$ cat src/rtl/ram_fill_engine.sv
// RAM clear/fill sequencer: writes one constant word per clock over an inclusive
// address range, holding the CPU off the RAM port while it runs.
module ram_fill_engine #(
  parameter int ADDR_WIDTH = 4,
  parameter int DATA_WIDTH = 8,
  parameter int RAM_DEPTH  = 16,
  parameter int REQ_WIDTH  = 8
) (
  input  logic                  clk,
  input  logic                  reset_n,
  input  logic                  start,
  input  logic [REQ_WIDTH-1:0]  range_lo,
  input  logic [REQ_WIDTH-1:0]  range_hi,
  input  logic [DATA_WIDTH-1:0] fill_data,
  output logic                  ram_we,
  output logic [ADDR_WIDTH-1:0] ram_addr,
  output logic [DATA_WIDTH-1:0] ram_wdata,
  output logic                  cpu_hold,
  output logic                  busy,
  output logic                  done,
  output logic                  err_oob,
  output logic [REQ_WIDTH:0]    words_written
);

  typedef enum logic [1:0] {
    IDLE  = 2'd0,
    WRITE = 2'd1,
    DONE  = 2'd2
  } state_t;

  localparam logic [REQ_WIDTH-1:0] DEPTH_R    = REQ_WIDTH'(RAM_DEPTH);
  localparam logic [REQ_WIDTH-1:0] LAST_VALID = REQ_WIDTH'(RAM_DEPTH - 1);

  // Clamp the requested upper bound to the last real RAM word.
  function automatic logic [REQ_WIDTH-1:0] clamp_hi(input logic [REQ_WIDTH-1:0] hi);
    return (hi >= DEPTH_R) ? LAST_VALID : hi;
  endfunction

  state_t                  state, state_nx;
  logic [REQ_WIDTH-1:0]    cnt, cnt_nx, cnt_inc;
  logic [REQ_WIDTH-1:0]    last, last_nx;
  logic [DATA_WIDTH-1:0]   data_q, data_nx;
  logic                    we_nx, busy_nx, done_nx, err_nx;
  logic [ADDR_WIDTH-1:0]   addr_nx;
  logic [DATA_WIDTH-1:0]   wdata_nx;
  logic [REQ_WIDTH:0]      words_nx;

  assign cnt_inc  = cnt + REQ_WIDTH'(1);
  assign cpu_hold = busy;

  always_comb begin
    state_nx = state;
    cnt_nx   = cnt;
    last_nx  = last;
    data_nx  = data_q;
    we_nx    = 1'b0;
    addr_nx  = '0;
    wdata_nx = '0;
    busy_nx  = 1'b0;
    done_nx  = 1'b0;
    err_nx   = err_oob;
    words_nx = words_written;

    unique case (state)
      IDLE: begin
        if (start) begin
          cnt_nx   = range_lo;
          last_nx  = clamp_hi(range_hi);
          data_nx  = fill_data;
          words_nx = '0;
          err_nx   = (range_hi >= DEPTH_R) || (range_lo >= DEPTH_R);
          busy_nx  = 1'b1;
          // Empty or wholly out-of-range jobs skip straight to completion.
          if ((range_lo > range_hi) || (range_lo >= DEPTH_R)) begin
            state_nx = DONE;
            done_nx  = 1'b1;
          end else begin
            state_nx = WRITE;
            we_nx    = 1'b1;
            addr_nx  = range_lo[ADDR_WIDTH-1:0];
            wdata_nx = fill_data;
          end
        end
      end

      WRITE: begin
        busy_nx  = 1'b1;
        words_nx = words_written + (REQ_WIDTH+1)'(1);
        // last never exceeds RAM_DEPTH-1, so the counter cannot wrap past it.
        if (cnt == last) begin
          state_nx = DONE;
          done_nx  = 1'b1;
        end else begin
          cnt_nx   = cnt_inc;
          we_nx    = 1'b1;
          addr_nx  = cnt_inc[ADDR_WIDTH-1:0];
          wdata_nx = data_q;
        end
      end

      DONE: begin
        state_nx = IDLE;
      end

      default: begin
        state_nx = IDLE;
      end
    endcase
  end

  always_ff @(posedge clk or negedge reset_n) begin
    if (!reset_n) begin
      state         <= IDLE;
      cnt           <= '0;
      last          <= '0;
      data_q        <= '0;
      ram_we        <= 1'b0;
      ram_addr      <= '0;
      ram_wdata     <= '0;
      busy          <= 1'b0;
      done          <= 1'b0;
      err_oob       <= 1'b0;
      words_written <= '0;
    end else begin
      state         <= state_nx;
      cnt           <= cnt_nx;
      last          <= last_nx;
      data_q        <= data_nx;
      ram_we        <= we_nx;
      ram_addr      <= addr_nx;
      ram_wdata     <= wdata_nx;
      busy          <= busy_nx;
      done          <= done_nx;
      err_oob       <= err_nx;
      words_written <= words_nx;
    end
  end

endmodule
$ cat config.mk
export PLATFORM = sky130hd
export DESIGN_NAME = ram_fill_engine
export DESIGN_NICKNAME = d
export VERILOG_FILES = /design/src/rtl/ram_fill_engine.sv
export SDC_FILE = /design/constraint.sdc
export NUM_CORES = 1
export LEC_CHECK = 0
export CAP_MARGIN = 10
export CORE_AREA = 4 4 72 74
export CTS_BUF_LIST = sky130_fd_sc_hd__clkbuf_4 sky130_fd_sc_hd__clkbuf_8
export DETAILED_ROUTE_END_ITERATION = 6
export DIE_AREA = 0 0 76 78
export HOLD_SLACK_MARGIN = 0.15
export PLACE_DENSITY_LB_ADDON = 0.2
export SETUP_SLACK_MARGIN = 0.05
export SYNTH_ARGS = -nofsm -noshare
export SYNTH_HDL_FRONTEND = slang
export SYNTH_SLANG_ARGS = --single-unit
export TNS_END_PERCENT = 10
$ cat constraint.sdc
create_clock -name clk -period 4 [get_ports clk]
set_clock_uncertainty 0.1 [all_clocks]
set_input_delay 0.4 -clock clk [delete_from_list [all_inputs] [get_ports clk]]
set_output_delay 0.4 -clock clk [all_outputs]
set_load 0.01 [all_outputs]
==> flow_summary.yaml <==
synthesis:
  synth_seq_area_share_pct: 51.8
  synth-seq-cells: 51
  syn_inst: 237
  synth_edf_count: 0
  yosysWarnings: 0
  synth_top_area_share_pct: 51.8
  synth_common_cells: "dfrtp_1, nand2_1, a32o_1, inv_1"
  yosys-top-cells-area: "dfrtp_1, nand2_1, a32o_1"
  synth_cell_types: 39
  synth.most_common_cell: "dfrtp_1"
  synthesis.area_um2: 2460
  synth-main-ff-cell: "dfrtp_1"
  ys_async_sr_fraction_pct: 100
  yosys.area.top_type: "dfrtp_1"
  syn_avg_cell_area_um2: 10.4
  synthesis.nets: 274
clock_tree:
  insertion_delay_ns: 0.30
  cts_setup_buffers: 0
  cts_tree: "yes"
  clk_path_buf_depth: 2
  clock_sinks: 51
  cts_buffers: 5
  clk_pin_slew_ns: 0.09
  h-tree-depth: 2
  root_buffer: "clkbuf_8"
worst_hold_path:
  hold_path_class: "reg -> reg"
  holdPathStages: 1
worst_setup_path:
  reg2reg_to: "cnt[7]"
  cp.required_ns: 4.14
  crit_buf_inv: 2
  startpoint: "range_hi[7]"
  cp.depth: 7
  rrSetupSlack_ns: 1.62
  cp_max_fo: 10
  worstSetupEndpointType: "flip-flop"
  crit_end: "ram_wdata[3]"
  cpLargestDelayFamily: "compound AO/OA/AOI/OAI gates"
  reg2regPathDepth: 5
  rr_startpoint: "cnt[0]"
  worstSetupStartpointType: "input port"
  cp_slowest_cell: "a211oi_2"
  crit_chain: "clkdlybuf4s50_1 -> inv_1 -> ha_1 -> nand4_1 -> or2_2 -> a211oi_2 -> a32o_1"
  crit_type: "in -> reg"
  crit_arrival_ns: 2.58
  cpPeakStageDelay_ns: 0.63
timing:
  fmax_mhz: 410
  tightest_slew_ns: 1.17
  finalSetupViolations: 0
  period_minus_slack_ns: 2.44
  period_share_pct: 60.9
  hold_viol_final: 0
  max_slew_margin_pct: 21.7
  maxSlewViolCount: 0
  setup_tns_ns: 0
  fin_hold_ws_ns: 0.380
  rsz0062_at_grt: "false"
global_route:
  grt_usage_pct: 19.2
  grt_antenna_before_repair: 0
  grt_pass1_vias: 1926
  grt_pass1_wl_um: 9220
  grt_max_degree: 52
  grt.overflow.total: 0
cells_and_area:
  regArea_um2: 1280
  syn_to_final_growth_pct: 26.4
  num-fill-cells: 388
  multi_input_area_um2: 1080
  nets: 324
  antennaDiodeCount: 0
  drive_gt1_share_pct: 5.23
die:
  die_y_um: 78
  io_pins: 53
  die_area_um2: 5930
  rows: 25
  design.core.area_um2: 4600
  start_util_pct: 53.6
  die_x_um: 76
route:
  via_per_inst: 5.82
  drt_iter0_drc: 154
  drc: 0
  num_vias: 1986
  ant_nets: 0
  wl_per_cell_um: 15.4
  wl_um: 5250
  drt-pass1-iter-count: 4
pwr:
  p_per_area_nw_per_um2: 376
  ir_worst_vdd_uv: 246
  power.leakage_nw: 1.41
run:
  drv_cap: 0
placement:
  io_buffers: 52
  dp_hpwl_um: 3720
  place_congestion: 0.824
status:
  status: "complete, no violations"
-- cells by family (layout without fill, tap and decap cells) --
group	count (synthesis)	in the layout	share of synthesized area, %
compound gates	54	54	17.4
simple gates	82	82	15.3
mux	6	6	2.44
xor+xnor	10	10	3.55
buf+inv	24	74	4.52
fa+ha+maj	10	10	5.08
flops	51	51	51.8
-- where the power goes --
group          internal [W]  total, W  leakage [nW]  switching, W
clock              0.000183  0.000349        0.0502      0.000166
combinational      0.000104  0.000217         0.708      0.000113
sequential         0.000559  0.000606         0.650     0.0000476
-- registers in the layout, indices dropped and copies added, names as in the netlist --
signal and flops:
ram_wdata 8, last 8, err_oob 1, ram_addr 4, words_written 9, data_q 8, done 1, state 2
ram_we 1, busy 1, cnt 8
-- repair_timing --
item,CTS,global route
hold buffers,1,0
resized for setup,0,0
endpoints found under the hold margin,51,0
-- metrics by stage --
stage | utilization [%] | worst slack [ns] | cells | power [W] | instance area (um^2)
finish | 67.8 | 1.56 | 341 | 0.00117 | 3120
global route | 67.8 | 1.38 | 341 | 0.00123 | 3120
CTS | 67.8 | 1.55 | 341 | 0.00118 | 3120
detailed placement | 65.3 | 1.24 | 333 | 0.000831 | 3000
global placement | 65.3 | 1.29 | 333 | 0.000825 | 3000
floorplan | - | 2.07 | 237 | 0.000743 | 2460
-- routing by layer --
metal	wire length (um)	up-vias	GRT usage (%)
met1	2350	974	26.2
met5	0	-	0
met2	2550	63	29.9
met3	267	8	4.18
li1	-	941	-
met4	82	0	7.30
-- worst reg2reg max path: stages, from the launching register on --
cell	delay (ns)
dfrtp_1	0.47
xor2_1	0.22
nor4_1	0.11
a21oi_2	0.88
o221ai_1	0.26
a22o_1	0.22
-- how the worst min path moves through the flow --
stage | from | to | slack, ns
4_1_cts | words_written[8] | words_written[8] | 0.38
3_3_place_gp | data_q[5] | data_q[5] | 0.36
5_1_grt | words_written[8] | words_written[8] | 0.41
6_report | words_written[8] | words_written[8] | 0.38
3_5_place_dp | data_q[2] | data_q[2] | 0.36
2_1_floorplan | reset_n | busy | 0.004
-- final cells by class --
| class | instances | area share, % |
|---|---|---|
| clock inverter | 2 | 1.20 |
| tap | 54 | 2.17 |
| multi-input combinational | 162 | 34.6 |
| clock buffer | 5 | 2.21 |
| sequential | 51 | 40.9 |
| inverter | 11 | 1.32 |
| timing repair buffer | 56 | 17.6 |
-- cell usage in the layout, fill, tap and decap left out, types with 2 or more instances in the layout --
cell type and n:
nor3_1 2, nand3_1 7, a22o_1 2, o22ai_1 2
dfrtp_1 51, o32ai_1 2, o22a_1 5, o21ai_0 6
nor2b_1 2, nand4_1 3, nor4_1 3, a21o_1 4
buf_4 3, mux2i_1 6, and2_1 5, inv_1 11
nor2_1 10, a32o_1 13, a21oi_1 7, a211oi_1 2
clkbuf_8 5, xor2_1 10, nand2b_1 2, nand2_1 42
ha_1 10, clkdlybuf4s50_1 51, and3_1 4, o211ai_1 3
Note: power is estimated with default switching activity, not from simulation.
==> edit: new RTL, config.mk and constraints unchanged <==
Set the parameter `DATA_WIDTH` to 6 (it was 8).
--- a/src/rtl/ram_fill_engine.sv
+++ b/src/rtl/ram_fill_engine.sv
@@ -3,5 +3,5 @@
 module ram_fill_engine #(
   parameter int ADDR_WIDTH = 4,
-  parameter int DATA_WIDTH = 8,
+  parameter int DATA_WIDTH = 6,
   parameter int RAM_DEPTH  = 16,
   parameter int REQ_WIDTH  = 8
Interface: changed (resized fill_data and ram_wdata); port bits go from 53 to 49. No check against the original RTL was run, so the function may have changed too.
==> edit against the original RTL <==
  * Global-route usage is 2.4 points lower
  * Non-clock buffer count is 7 lower
  * Cell area is 3.7% lower
  * Routed wire length is 7.8% lower
  * Synthesized area is 2.0% lower
  * Worst setup slack worse by 140 ps
  * Total power is 1.7% higher
  * Sequential cell count is 4 lower
  * Largest cell class unchanged
  * Largest power group unchanged
  * Highest routed layer unchanged
==> edit: results (changes against the original RTL) <==
outcome=completed (unchanged); Max FO, Critical Path=14 (was 10); Async SR Flop Fraction=100% (unchanged); Global Route Usage Sum=16.8% (was 19.2%); post-synth cell types=44 (was 39); final hold slack=174 ps (was 380 ps); VDD IR-drop max=0.000184 V (was 0.000246 V); Pre-antenna DRT Iters=4 (unchanged); CP arrival=2700 ps (was 2580 ps); biggest regs=words_written (9), cnt (8), last (8); top sig layer=met4 (unchanged); setup bufs post-CTS=0 (unchanged); Tightest Hold Check Type=in -> async (was reg -> reg); CTS Buf Count=5 (unchanged); total length of routed met3 wires=258 um (was 267 um); first-pass GRT wire length=8290 um (was 9220 um); Slew @ Worst Pin=1020 ps (was 1170 ps); drc violations=0 (unchanged); Metal-1 WL=2270 um (was 2350 um); HPWL after DPL=3470 um (was 3720 um); drt via density=5.60 (was 5.82); DRT iter0 DRCs=71 (was 154); clk slew on worst S/H paths=90 ps (about the same); routed len/inst=14.8 um (was 15.4 um); Reg with most FFs=words_written (unchanged); register area share after synthesis=48.7% (was 51.8%); top post-synthesis cells by area=dfrtp_1, ha_1, nand2_1 (was dfrtp_1, nand2_1, a32o_1); placed cell areas=0.00289 mm^2 (was 0.00300 mm^2); CTS root buf=clkbuf_8 (unchanged); yosys warns=0 (unchanged); IO buf count=48 (was 52); Synth area leader=dfrtp_1 (unchanged); Fillers=374 (was 388); largest net degree at the start of global routing=48 (was 52); layout cells sized above 1=6.93% (was 5.23%); initial antenna violation count=0 (unchanged); RR Startpoint=cnt[0]$_DFFE_PN0P_ (unchanged); H-tree levels=2 (unchanged); DR WL met2=2260 um (was 2550 um); most frequent cells after synthesis=dfrtp_1, nand2_1, inv_1 (was dfrtp_1, nand2_1, a32o_1); Mapped Nets=265 (was 274); maximum buffer depth of the clock tree=2 (unchanged); Static Leak=1.36 nW (was 1.41 nW); r2r worst-path depth=5 (unchanged); # nets final=308 (was 324); Final ANT Viol Nets=0 (unchanged); Resize count post-CTS=0 (unchanged); Skew-Pair Late Insertion Delay=290 ps; vias in the first global route=1765 (was 1926); gpl congestion=0.823 (was 0.824); FF-to-FF End=cnt[7]$_DFFE_PN0P_ (unchanged); Antenna diodes=0 (unchanged); reg2reg setup slack=1700 ps (was 1620 ps); Post-Route Utilization=65.3% (was 67.8%)
edit: power breakdown:
part	internal, mW	switching, mW	leakage (nW)	total, mW
clock network	0.186	0.157	0.0581	0.343
logic	0.123	0.142	0.707	0.265
registers	0.525	0.0582	0.597	0.583
total	0.834	0.357	1.36	1.19
edit: worst max path at each step:
stage | start | to | cells past startpoint
2_1_floorplan | range_hi[1] | done$_DFF_PN0_ | 8
3_3_place_gp | range_hi[1] | ram_addr[3]$_DFF_PN0_ | 8
3_5_place_dp | range_hi[1] | done$_DFF_PN0_ | 8
4_1_cts | range_hi[1] | ram_addr[0]$_DFF_PN0_ | 8
5_1_grt | range_hi[1] | done$_DFF_PN0_ | 8
6_report | range_hi[1] | ram_addr[0]$_DFF_PN0_ | 8
edit: logic make-up after synthesis:
logic type | count (synthesis) | share of synthesized area (%)
AND/OR/NAND/NOR | 79 | 17.1
XOR/XNOR | 10 | 3.94
buffers and inverters | 25 | 5.13
multiplexers | 6 | 2.49
flip-flops | 47 | 48.7
adder cells (fa/ha/maj) | 10 | 5.18
AO/OA/AOI/OAI | 53 | 17.5
edit: layout make-up:
cell class / count / share of cell area (%)
timing repair buffer: 49 / 16.1
clock buffer: 5 / 2.29
multi-input combinational: 158 / 37.2
sequential: 47 / 39.2
tap: 54 / 2.25
clock inverter: 3 / 1.46
inverter: 12 / 1.50
edit: layer usage:
metal | vias to the layer above | track usage, %
li1 | 907 | -
met1 | 873 | 22.8
met2 | 49 | 27.2
met3 | 7 | 3.13
met4 | 0 | 5.16
met5 | - | 0
edit: through the flow:
step	worst slack (ps)	instances
after global routing	1280	328
final	1430	328
after CTS	1440	328
after global placement	1180	320
after detailed placement	1150	320
after floorplan	2120	230
edit: worst max-delay path, cell delays in order:
cell	delay [ps]
clkdlybuf4s50_1	480
inv_1	50
ha_1	280
nor2b_1	130
o211ai_1	140
a21oi_1	100
o31ai_2	810
a32o_1	310
